File: src/rtl/dl_skid_buffer.sv
// dl_skid_buffer: two-entry valid/ready skid buffer. The ready signal to the
// producer comes from a flop only, which breaks the timing path between
// downstream ready and upstream ready.
// Ports:
//   clk, rst            - clock and synchronous active-high reset
//   in_valid/in_data    - upstream offer
//   in_ready            - buffer can take in_data this cycle (skid empty, not in reset)
//   out_valid/out_data  - downstream payload, driven straight from the main register
//   out_ready           - downstream takes out_data this cycle
//   occupancy           - number of held entries (0..2)
module dl_skid_buffer #(
  parameter int unsigned WIDTH = 32
) (
  input  logic             clk,
  input  logic             rst,
  input  logic             in_valid,
  input  logic [WIDTH-1:0] in_data,
  output logic             in_ready,
  output logic             out_valid,
  output logic [WIDTH-1:0] out_data,
  input  logic             out_ready,
  output logic [1:0]       occupancy
);

  logic             main_valid_q, main_valid_d;
  logic [WIDTH-1:0] main_data_q,  main_data_d;
  logic             skid_valid_q, skid_valid_d;
  logic [WIDTH-1:0] skid_data_q,  skid_data_d;

  logic accept;
  logic consume;

  // Handshake terms; in_ready depends only on rst and a flop.
  assign in_ready  = ~rst & ~skid_valid_q;
  assign accept    = in_valid & in_ready;
  assign consume   = main_valid_q & out_ready;

  assign out_valid = main_valid_q;
  assign out_data  = main_data_q;
  assign occupancy = {1'b0, main_valid_q} + {1'b0, skid_valid_q};

  // Next-state: main always holds the oldest entry, skid the younger one.
  always_comb begin
    main_valid_d = main_valid_q;
    main_data_d  = main_data_q;
    skid_valid_d = skid_valid_q;
    skid_data_d  = skid_data_q;

    if (!main_valid_q) begin
      if (accept) begin
        main_valid_d = 1'b1;
        main_data_d  = in_data;
      end
    end else if (consume) begin
      if (skid_valid_q) begin
        // in_ready is low here, so no accept can race with the refill
        main_data_d  = skid_data_q;
        skid_valid_d = 1'b0;
      end else if (accept) begin
        main_data_d  = in_data;
      end else begin
        main_valid_d = 1'b0;
      end
    end else if (accept) begin
      skid_valid_d = 1'b1;
      skid_data_d  = in_data;
    end
  end

  // State registers with synchronous reset; reset drops every held entry.
  always_ff @(posedge clk) begin
    if (rst) begin
      main_valid_q <= 1'b0;
      main_data_q  <= '0;
      skid_valid_q <= 1'b0;
      skid_data_q  <= '0;
    end else begin
      main_valid_q <= main_valid_d;
      main_data_q  <= main_data_d;
      skid_valid_q <= skid_valid_d;
      skid_data_q  <= skid_data_d;
    end
  end

endmodule
File: config.mk
export PLATFORM = sky130hd
export DESIGN_NAME = dl_skid_buffer
export DESIGN_NICKNAME = d
export VERILOG_FILES = /design/src/rtl/dl_skid_buffer.sv
export SDC_FILE = /design/constraint.sdc
export NUM_CORES = 1
export LEC_CHECK = 0
export CAP_MARGIN = 5
export CORE_ASPECT_RATIO = 1.2
export CORE_MARGIN = 3
export CORE_UTILIZATION = 55
export DETAILED_ROUTE_END_ITERATION = 7
export DONT_BUFFER_PORTS = 1
export HOLD_SLACK_MARGIN = 0.1
export PLACE_DENSITY = 0.67
export SLEW_MARGIN = 40
export SYNTH_ARGS = -nofsm -noshare
export SYNTH_HDL_FRONTEND = slang
export SYNTH_SLANG_ARGS = --single-unit
File: constraint.sdc
create_clock -name clk -period 2.55 [get_ports clk]
set_input_delay 0.255 -clock clk [delete_from_list [all_inputs] [get_ports clk]]
set_output_delay 0.255 -clock clk [all_outputs]
set_load 0.05 [all_outputs]
Word-level counts from Yosys, hierarchy flattened
Index checks and enable logic that the tools add are counted.
Word-level totals
  register bits after elaboration: 66
  input bits: 36
  output and inout port bits: 36
  word-level logic and storage cells: 25
Operators by class
  add/sub/neg operators: 1
  equal/unequal tests: 1
  mux-type cells: 10
  bitwise logic cells: 6
  reduce and logical (&&, ||, !) cells: 3
Operators with widths (count)
  32-bit two-way mux: 4
  1-bit two-way mux: 6
  1-bit AND: 3
  1-bit NOT: 3
  3-bit AND reduction: 1
  1-bit by 1-bit adder with 2-bit output: 1
  2-bit by 1-bit != test with 1-bit output (second input constant): 1
  2-bit AND reduction: 1
  2-bit nonzero test: 1

Longest topological paths before layout
Gate-level depths: netlist of the first run.
  depth in word-level cells: 7
  mapped depth: 7

Worst setup path before layout of the first run
OpenSTA, ideal clock, no wires.
  path type: reg2reg
  from: reg main_valid_q, in the netlist out_valid
  to: reg skid_data_q[1]
  library setup time: 132 ps
  arrival time: 1696 ps
  data required time: 2418 ps
  slack: 722 ps
  cell stages (with the launch flop): 8
  buffers on the path: 3
  clock period less this slack: 1828 ps
  cells stage by stage: dfxtp_1 -> buf_4 -> nand2b_4 -> or3_1 -> buf_2 -> buf_6 -> nand2_1 -> a21oi_1
On the way
  word-level cells in the longest chain between the ends: 3
RTL lines
  start, declared: line 25  | logic main_valid_q, main_valid_d;
  start signal, assigned: line 78  | main_valid_q <= main_valid_d;
  1-bit AND: line 36  | assign consume = main_valid_q & out_ready;
  1-bit NOT (no line)
  3-bit AND reduction (no line) (*)
  end signal, assigned: line 81  | skid_data_q <= skid_data_d;
  end, declared: line 28  | logic [WIDTH-1:0] skid_data_q, skid_data_d;
Every way passes the cells marked *; elsewhere a longest branch is shown, timed or not.
A chain may end at the register's enable or synchronous reset.

Worst setup path after layout of the first run
  from: reg skid_valid_q
  to: reg skid_data_q[25]
On the way
  word-level cells in the longest chain between the ends: 4
RTL lines
  start, declared: line 27  | logic skid_valid_q, skid_valid_d;
  start signal, assigned: line 80  | skid_valid_q <= skid_valid_d;
  1-bit NOT: line 34  | assign in_ready = ~rst & ~skid_valid_q;
  1-bit AND: line 34
  1-bit AND: line 35  | assign accept = in_valid & in_ready;
  3-bit AND reduction (no line)
Every way passes these cells.

==> results.yml, run 1 <==
grt:
  grt_max_degree: 50
  grt_use_total: 0.242
  grt_pass1_wl_um: 10000
  grt_pass1_vias: 2086
  antenna_found_initial: 0
  grt_remaining_overflow: 0
floorplan:
  initial_core_util: 0.587
  die_area_um2: 5510
  die_x_um: 68.3
  pin_count: 72
  core_um2: 4360
  die_y_um: 80.7
  fp-row-count: 26
worst_setup_path:
  worstPathRequired_ns: 2.77
  startpoint: "skid_valid_q"
  cp_max_fo: 17
  worstPathArrival_ns: 2.25
  regToRegStartpoint: "skid_valid_q"
  reg2reg_slack_ns: 0.53
  crit_path_end_kind: "flop"
  critPathTopFamily: "buffers and inverters"
  crit_cells: 6
  cp_slowest_stage_delay_ns: 0.55
  critical_path_class: "reg2reg"
  start_kind: "flop"
  worst-path-buf-inv: 2
  cpMaxStageDelayCell: "dlygate4sd3_1"
  reg2reg_to: "skid_data_q[25]"
  path_cells: "nand2b_4 -> or3_1 -> buf_4 -> nand2_1 -> a21oi_1 -> dlygate4sd3_1"
  r2r_cells: 6
place:
  post-place-ws_ns: 0.980
  post-dp-hpwl_um: 3640
  io_buffers: 0
  gp_congestion: 0.763
  dp_cells: 333
route:
  viasPerCell: 5.64
  wl_per_cell_um: 15.7
  ant_nets: 0
  dr_total_vias: 2167
  firstDrtPassIters: 5
  drc: 0
  drtIter0Drc: 194
  drt-total-wl_um: 6020
yosys:
  ys_warn_count: 0
  synth_nets: 328
  synth_top_area_frac: 0.516
  ys_types: 31
  synth.yosys.seq_area_share: 0.516
  netlist_area_um2: 2560
  syn_inst: 291
  synth.area.top_cells: "dfxtp_1 (52%), nand2_1 (12%), a21oi_1 (6.8%)"
  ys_ff_latch: 66
  synth_top_area_cell: "dfxtp_1"
  syn_area_per_cell_um2: 8.80
cts:
  cts_tree: "built"
  cts_made_buffers: 9
  clock_latency_ns: 0.33
  htreeDepth: 3
  cts.sinks: 66
  clk_pin_slew_ns: 0.07
  cts_resized: 0
  root_buffer: "clkbuf_8"
  cts.path.max_buffers: 2
sta:
  worst_slack_ns: 0.526
  tightestPinTransition_ns: 0.763
  finalCritPeriodShare: 0.794
  rsz0062_at_grt: "no"
  tns_ns: 0
  fin_crit_ns: 2.02
  slew_headroom: 0.491
  finalSetupViolations: 0
  hold_viol_final: 0
  drv_slew: 0
  fin_skew_ns: 0.00757
  fmaxAchievable_ghz: 0.494
hold_path:
  whs_path_depth: 2
  hp-class: "in2reg"
  hold_end: "out_data[19]"
  worstHoldStart: "in_data[19]"
finish:
  final_common_cell: "nand2_1"
  fill_cells: 343
  syn2layout_area_growth_pct: 25.0
  layout_common_cells: "nand2_1 (85), dfxtp_1 (66), a21oi_1 (35)"
  drive_above_1_share: 0.107
  multi_input_area_um2: 1090
  regArea_um2: 1320
  fin_nets: 360
  instances_no_fill: 384
  diodes: 0
pwr:
  irDropWorstVdd_mv: 0.756
  total_power_w: 0.00267
  power.density_nw_per_um2: 835
  p_leak_nw: 1.18
run_status:
  status: "completed"
flow_run:
  maxCapViolations: 0
## flip-flops by register name (all words and copies together) (netlist names)
register,cells
out_valid,1
skid_data_q,32
skid_valid_q,1
out_data,32
## through the flow
step | hold slack [ns] | area [µm²] | util
2_1_floorplan | 0.355 | 2560 | -
3_3_place_gp | 0.329 | 2550 | 0.586
3_5_place_dp | 0.331 | 2550 | 0.586
4_1_cts | 0.101 | 3200 | 0.734
5_1_grt | 0.105 | 3200 | 0.734
6_report | 0.109 | 3200 | 0.734
## final cells by class
class / instances / share of cell area
Multi-Input combinational cell: 201 / 0.341
Clock inverter: 4 / 0.0375
Timing Repair Buffer: 44 / 0.134
Tap cell: 56 / 0.0219
Inverter: 1 / 0.00117
Clock buffer: 12 / 0.0516
Sequential cell: 66 / 0.413
## cells by family (layout without fill, tap and decap cells)
family | count (synthesis) | in the layout | share of synthesized area
compound gates | 89 | 89 | 0.234
flops | 66 | 66 | 0.516
buf+inv | 24 | 61 | 0.0596
mux | 2 | 2 | 0.00831
fa+ha+maj | 1 | 1 | 0.00489
simple gates | 109 | 109 | 0.177
## metal layers
layer  global-route usage  wire length, µm  up-vias
li1                     -                -     1079
met1                0.297             2440     1005
met2                0.389             3040       78
met3               0.0761              491        5
met4                0.103               48        0
met5                    0                0        -
## timing repair
item / 4_1_cts / 5_1_grt
endpoints found under the hold margin: 52 / 0
setup buffers: 0 / 0
hold buffers: 35 / 0
## synthesized netlist by cell type
cell       n
nand2_1   85
dfxtp_1   66
a21oi_1   35
a22oi_1   17
nor2_1    16
a222oi_1  13
o21ai_0   11
buf_2      7
clkbuf_1   7
buf_6      6
o21ai_1    6
buf_4      2
nand2b_4   2
a211oi_1   1
a21o_1     1
a221oi_1   1
a31oi_4    1
and3_1     1
clkbuf_2   1
ha_1       1
inv_1      1
mux2_2     1
mux2i_1    1
nand2b_2   1
nor2b_2    1
nor3_2     1
o211ai_4   1
o21ai_2    1
o22ai_1    1
or2_1      1
or3_1      1
## power by group
group	internal [W]	switching [W]
registers	0.00108	0.000161
clock network	0.000829	0.000387
logic	0.000101	0.000118
total	0.00201	0.000667
## how the worst max path moves through the flow
stage	to	slack [ns]
after floorplan	skid_data_q[1]	0.72
after global placement	out_data[8]	1.02
after detailed placement	out_data[3]	0.98
after CTS	skid_data_q[25]	0.53
after global routing	skid_data_q[25]	0.35
final	skid_data_q[25]	0.53
No activity file was read; power rests on OpenSTA's default activity.
==> run 2, diff against run 1 <==
--- a/config.mk
+++ b/config.mk
@@ -12,7 +12,7 @@
 export DETAILED_ROUTE_END_ITERATION = 7
 export DONT_BUFFER_PORTS = 1
 export HOLD_SLACK_MARGIN = 0.1
-export PLACE_DENSITY = 0.67
+export PLACE_DENSITY = 0.7
 export SLEW_MARGIN = 40
 export SYNTH_ARGS = -nofsm -noshare
 export SYNTH_HDL_FRONTEND = slang
==> constraint.sdc (replaced) <==
create_clock -name clk -period 1.8 [get_ports clk]
set_input_delay 0.18 -clock clk [delete_from_list [all_inputs] [get_ports clk]]
set_output_delay 0.18 -clock clk [all_outputs]
set_load 0.05 [all_outputs]
==> results.yml, run 2 (synthesis results as in run 1) <==
floorplan:
  die_x_um: 68.3
  die_area_um2: 5510
  pin_count: 72
  die_y_um: 80.7
  core_um2: 4360
  fp-row-count: 26
  initial_core_util: 0.587
worst_setup_path:
  worstPathArrival_ns: 1.53
  cp_max_fo: 9
  start_kind: "flop"
  crit_path_end_kind: "output pin"
  critical_path_class: "reg2out"
  worstPathRequired_ns: 1.62
pwr:
  comb_power_share: 0.119
  p_int_w: 0.00222
  switching_share: 0.295
  power.share.clock: 0.334
  total_power_w: 0.00314
  p_leak_nw: 1.16
  irDropWorstVdd_mv: 0.662
  power.density_nw_per_um2: 1000
  share_seq_of_total_power: 0.547
  power_switching_w: 0.000925
grt:
  grt_pass1_wl_um: 10200
  grt_remaining_overflow: 0
  grt_max_degree: 51
  antenna_found_initial: 0
  grt_use_total: 0.244
  grt_pass1_vias: 2237
sta:
  finalCritPeriodShare: 0.949
  tns_ns: 0
  finalSetupViolations: 0
  fin_skew_ns: 0.00654
  fin_crit_ns: 1.71
  slew_headroom: 0.537
  drv_slew: 0
  rsz0062_at_grt: "no"
  worst_slack_ns: 0.0924
  fmaxAchievable_ghz: 0.586
  hold_viol_final: 0
  tightestPinTransition_ns: 0.694
place:
  io_buffers: 0
  post-place-ws_ns: 0.238
  post-dp-hpwl_um: 3620
  dpl_cell_area_um2: 2610
  gp_congestion: 0.745
cts:
  cts.sinks: 66
  clk_pin_slew_ns: 0.07
  clock_latency_ns: 0.33
  cts_tree: "built"
  postCtsSetupBuffers: 0
  root_buffer: "clkbuf_8"
  cts_made_buffers: 9
  cts.path.max_buffers: 2
  htreeDepth: 3
finish:
  fin_nets: 365
  final_common_cell: "nand2_1"
  fin_area_um2: 3140
  fin_util: 0.721
  layout_common_cells: "nand2_1 (85), dfxtp_1 (65), a21oi_1 (34), dlygate4sd3_1 (34), a22oi_1 (17)"
  diodes: 0
  syn2layout_area_growth_pct: 22.7
  drive_above_1_share: 0.117
route:
  wirelength_met1_um: 2420
  wl_per_cell_um: 15.4
  drtIter0Drc: 230
  dr_total_vias: 2171
  drc: 0
  ant_nets: 0
  top_layer: "met4"
  firstDrtPassIters: 7
  wl_met3_um: 446
  drt-total-wl_um: 6000
  viasPerCell: 5.58
  wl_met2_um: 3030
hold_path:
  hp-class: "in2reg"
flow_run:
  maxCapViolations: 0
run_status:
  status: "completed"
-- run 2: cell types whose count changed in the layout (fill, tap and decap cells not counted), sizes merged --
cell / before / now
buf: 10 / 15
bufinv: 4 / 0
clkbuf: 12 / 13
clkinv: 0 / 3
-- run 2: area by class of cell --
class	instances	area (µm²)
inverter	1	3.75
timing repair buffer	49	478
fill	350	1220
multi-input combinational	201	1100
clock buffer	13	149
clock inverter	3	15.0
tap	56	70.1
sequential	66	1320
-- run 2: final timing paths --
| check | slack, ns | endpoint | startpoint | cells past startpoint |
|---|---|---|---|---|
| worst max-delay path | 0.09 | occupancy[1] | out_valid | 2 |
| worst min-delay path | 0.16 | skid_data_q[17] | rst | 2 |
| worst max register to register | 0.20 | out_data[16] | skid_valid_q | 5 |
| worst min register to register | 0.46 | skid_data_q[6] | skid_data_q[6] | 2 |
-- run 2: repair_timing --
item | CTS | global route
gates resized for setup | 0 | 0
hold buffers | 35 | 0
hold endpoints to repair | 66 | 0
-- run 2: critical path, cell delays in order (launching register included) --
cell and delay, ns:
dfxtp_2 0.43, buf_4 0.26, ha_1 0.50
-- run 2: metal layers --
layer / vias up / GRT usage
met3: 9 / 0.0692
met2: 79 / 0.395
met4: 0 / 0.121
met5: - / 0
met1: 991 / 0.293
li1: 1092 / -
-- run 2: power groups by stage --
stage / clock network (W) / logic, W / registers (W)
floorplan: 0 / 0.000215 / 0.00178
global placement: 0 / 0.000272 / 0.00175
detailed placement: 0 / 0.000279 / 0.00175
CTS: 0.00106 / 0.000372 / 0.00172
global route: 0.00113 / 0.000408 / 0.00173
finish: 0.00105 / 0.000373 / 0.00172
-- run 2: metrics by stage --
step | hold WS (ns) | std cells
after floorplan | 0.280 | 291
after global placement | 0.254 | 338
after detailed placement | 0.254 | 338
after CTS | 0.150 | 389
after global routing | 0.167 | 389
final | 0.161 | 389
==> run 3, diff against run 2 <==
--- a/config.mk
+++ b/config.mk
@@ -7,12 +7,11 @@
 export LEC_CHECK = 0
 export CAP_MARGIN = 5
 export CORE_ASPECT_RATIO = 1.2
-export CORE_MARGIN = 3
 export CORE_UTILIZATION = 55
 export DETAILED_ROUTE_END_ITERATION = 7
 export DONT_BUFFER_PORTS = 1
 export HOLD_SLACK_MARGIN = 0.1
-export PLACE_DENSITY = 0.7
+export PLACE_DENSITY = 0.67
 export SLEW_MARGIN = 40
 export SYNTH_ARGS = -nofsm -noshare
 export SYNTH_HDL_FRONTEND = slang
==> constraint.sdc (replaced) <==
create_clock -name clk -period 1.7 [get_ports clk]
set_input_delay 0.17 -clock clk [delete_from_list [all_inputs] [get_ports clk]]
set_output_delay 0.17 -clock clk [all_outputs]
set_load 0.05 [all_outputs]
==> results.yml, run 3 (synthesis results as in run 1) <==
place:
  dp_cells: 339
  gp_congestion: 0.770
  dpl_cell_area_um2: 2610
  io_buffers: 0
  post-dp-hpwl_um: 3460
route:
  ant_nets: 0
  wl_per_cell_um: 15.2
  viasPerCell: 5.56
  drt-total-wl_um: 5930
  firstDrtPassIters: 6
  drc: 0
  dr_total_vias: 2170
  drtIter0Drc: 236
cts:
  root_buffer: "clkbuf_8"
  cts.sinks: 66
  clock_latency_ns: 0.33
  htreeDepth: 3
  cts_made_buffers: 9
  cts.path.max_buffers: 2
  clk_pin_slew_ns: 0.07
  cts_tree: "built"
pwr:
  power.density_nw_per_um2: 1060
  p_leak_nw: 1.16
  irDropWorstVdd_mv: 0.831
worst_setup_path:
  start_kind: "flop"
  regToRegStartpoint: "skid_valid_q"
  worstPathArrival_ns: 1.40
  crit_path_end_kind: "output pin"
  reg2reg_slack_ns: 0.13
  worstPathRequired_ns: 1.53
  reg2reg_to: "out_data[7]"
  critical_path_class: "reg2out"
  cp_max_fo: 7
  r2r_cells: 4
hold_path:
  hp-class: "in2reg"
  whs_path_depth: 3
  worstHoldStart: "in_data[5]"
  hold_end: "out_data[5]"
finish:
  instances_no_fill: 390
  diodes: 0
  layout_common_cells: "nand2_1 (85), dfxtp_1 (65), a21oi_1 (34), dlygate4sd3_1 (34), a22oi_1 (17)"
  fin_area_um2: 3140
  final_common_cell: "nand2_1"
  syn2layout_area_growth_pct: 22.6
  fin_nets: 366
  drive_above_1_share: 0.132
flow_run:
  maxCapViolations: 0
grt:
  antenna_found_initial: 0
  grt_max_degree: 51
  grt_use_total: 0.251
  grt_pass1_wl_um: 9550
  grt_remaining_overflow: 0
  grt_pass1_vias: 2023
floorplan:
  pin_count: 72
  core_um2: 4360
  die_x_um: 64.3
  initial_core_util: 0.587
  fp-row-count: 26
  die_y_um: 76.7
  die_area_um2: 4930
sta:
  finalCritPeriodShare: 0.926
  finalSetupViolations: 0
  hold_viol_final: 0
  rsz0062_at_grt: "no"
  fmaxAchievable_ghz: 0.635
  slew_headroom: 0.501
  drv_slew: 0
  tightestPinTransition_ns: 0.748
  fin_crit_ns: 1.57
  fin_skew_ns: 0.00632
run_status:
  status: "completed"
## run 3: changes by cell type in the layout (fill, tap and decap cells not counted), sizes merged
cell and change:
clkinvlp +1, buf +1, clkbuf -3, clkinv +2
## run 3: worst max path at each step
stage	startpoint	endpoint	cells past startpoint
finish	out_valid	occupancy[0]	2
global route	skid_valid_q	out_data[7]	4
CTS	out_valid	occupancy[0]	2
detailed placement	skid_valid_q	out_data[16]	4
global placement	skid_valid_q	out_data[28]	4
floorplan	out_valid	skid_data_q[1]	7
## run 3: cell type report
class,instances,area [µm²]
sequential,66,1320
tap,56,70.1
inverter,1,3.75
fill,372,1220
clock inverter,6,32.5
multi-input combinational,201,1100
clock buffer,10,138
timing repair buffer,50,473
## run 3: critical path, stage by stage, from the launching register on
cell and delay [ns]:
dfxtp_2 0.36, buf_4 0.22, ha_2 0.50
## run 3: timing repair
action	CTS	global route
setup endpoints to repair	0	1
hold buffers	35	0
resized for setup	0	1
endpoints found under the hold margin	66	0
setup buffers	0	0
## run 3: per-layer routing
layer,track usage,part of all wire,vias to the layer above
met5,0,0,-
met4,0.104,0.0068,0
met3,0.0565,0.054,4
met2,0.443,0.53,74
met1,0.284,0.41,1001
li1,-,-,1091
## run 3: through the flow
step / total power [W] / setup TNS [ns] / utilization / hold slack [ns] / setup WS (ns)
2_1_floorplan: 0.00211 / 0 / - / 0.270 / 0.0588
3_3_place_gp: 0.00214 / -0.00314 / 0.597 / 0.244 / -0.00314
3_5_place_dp: 0.00214 / 0 / 0.598 / 0.245 / 0.150
4_1_cts: 0.00335 / 0 / 0.719 / 0.129 / 0.0230
5_1_grt: 0.00347 / 0 / 0.720 / 0.138 / 0.00733
6_report: 0.00333 / 0 / 0.720 / 0.147 / 0.125
## run 3: report_power, final
group	total (W)	internal, W	switching (W)
registers	0.00182	0.00162	0.000205
clock network	0.00112	0.000555	0.000567
logic	0.000390	0.000164	0.000226
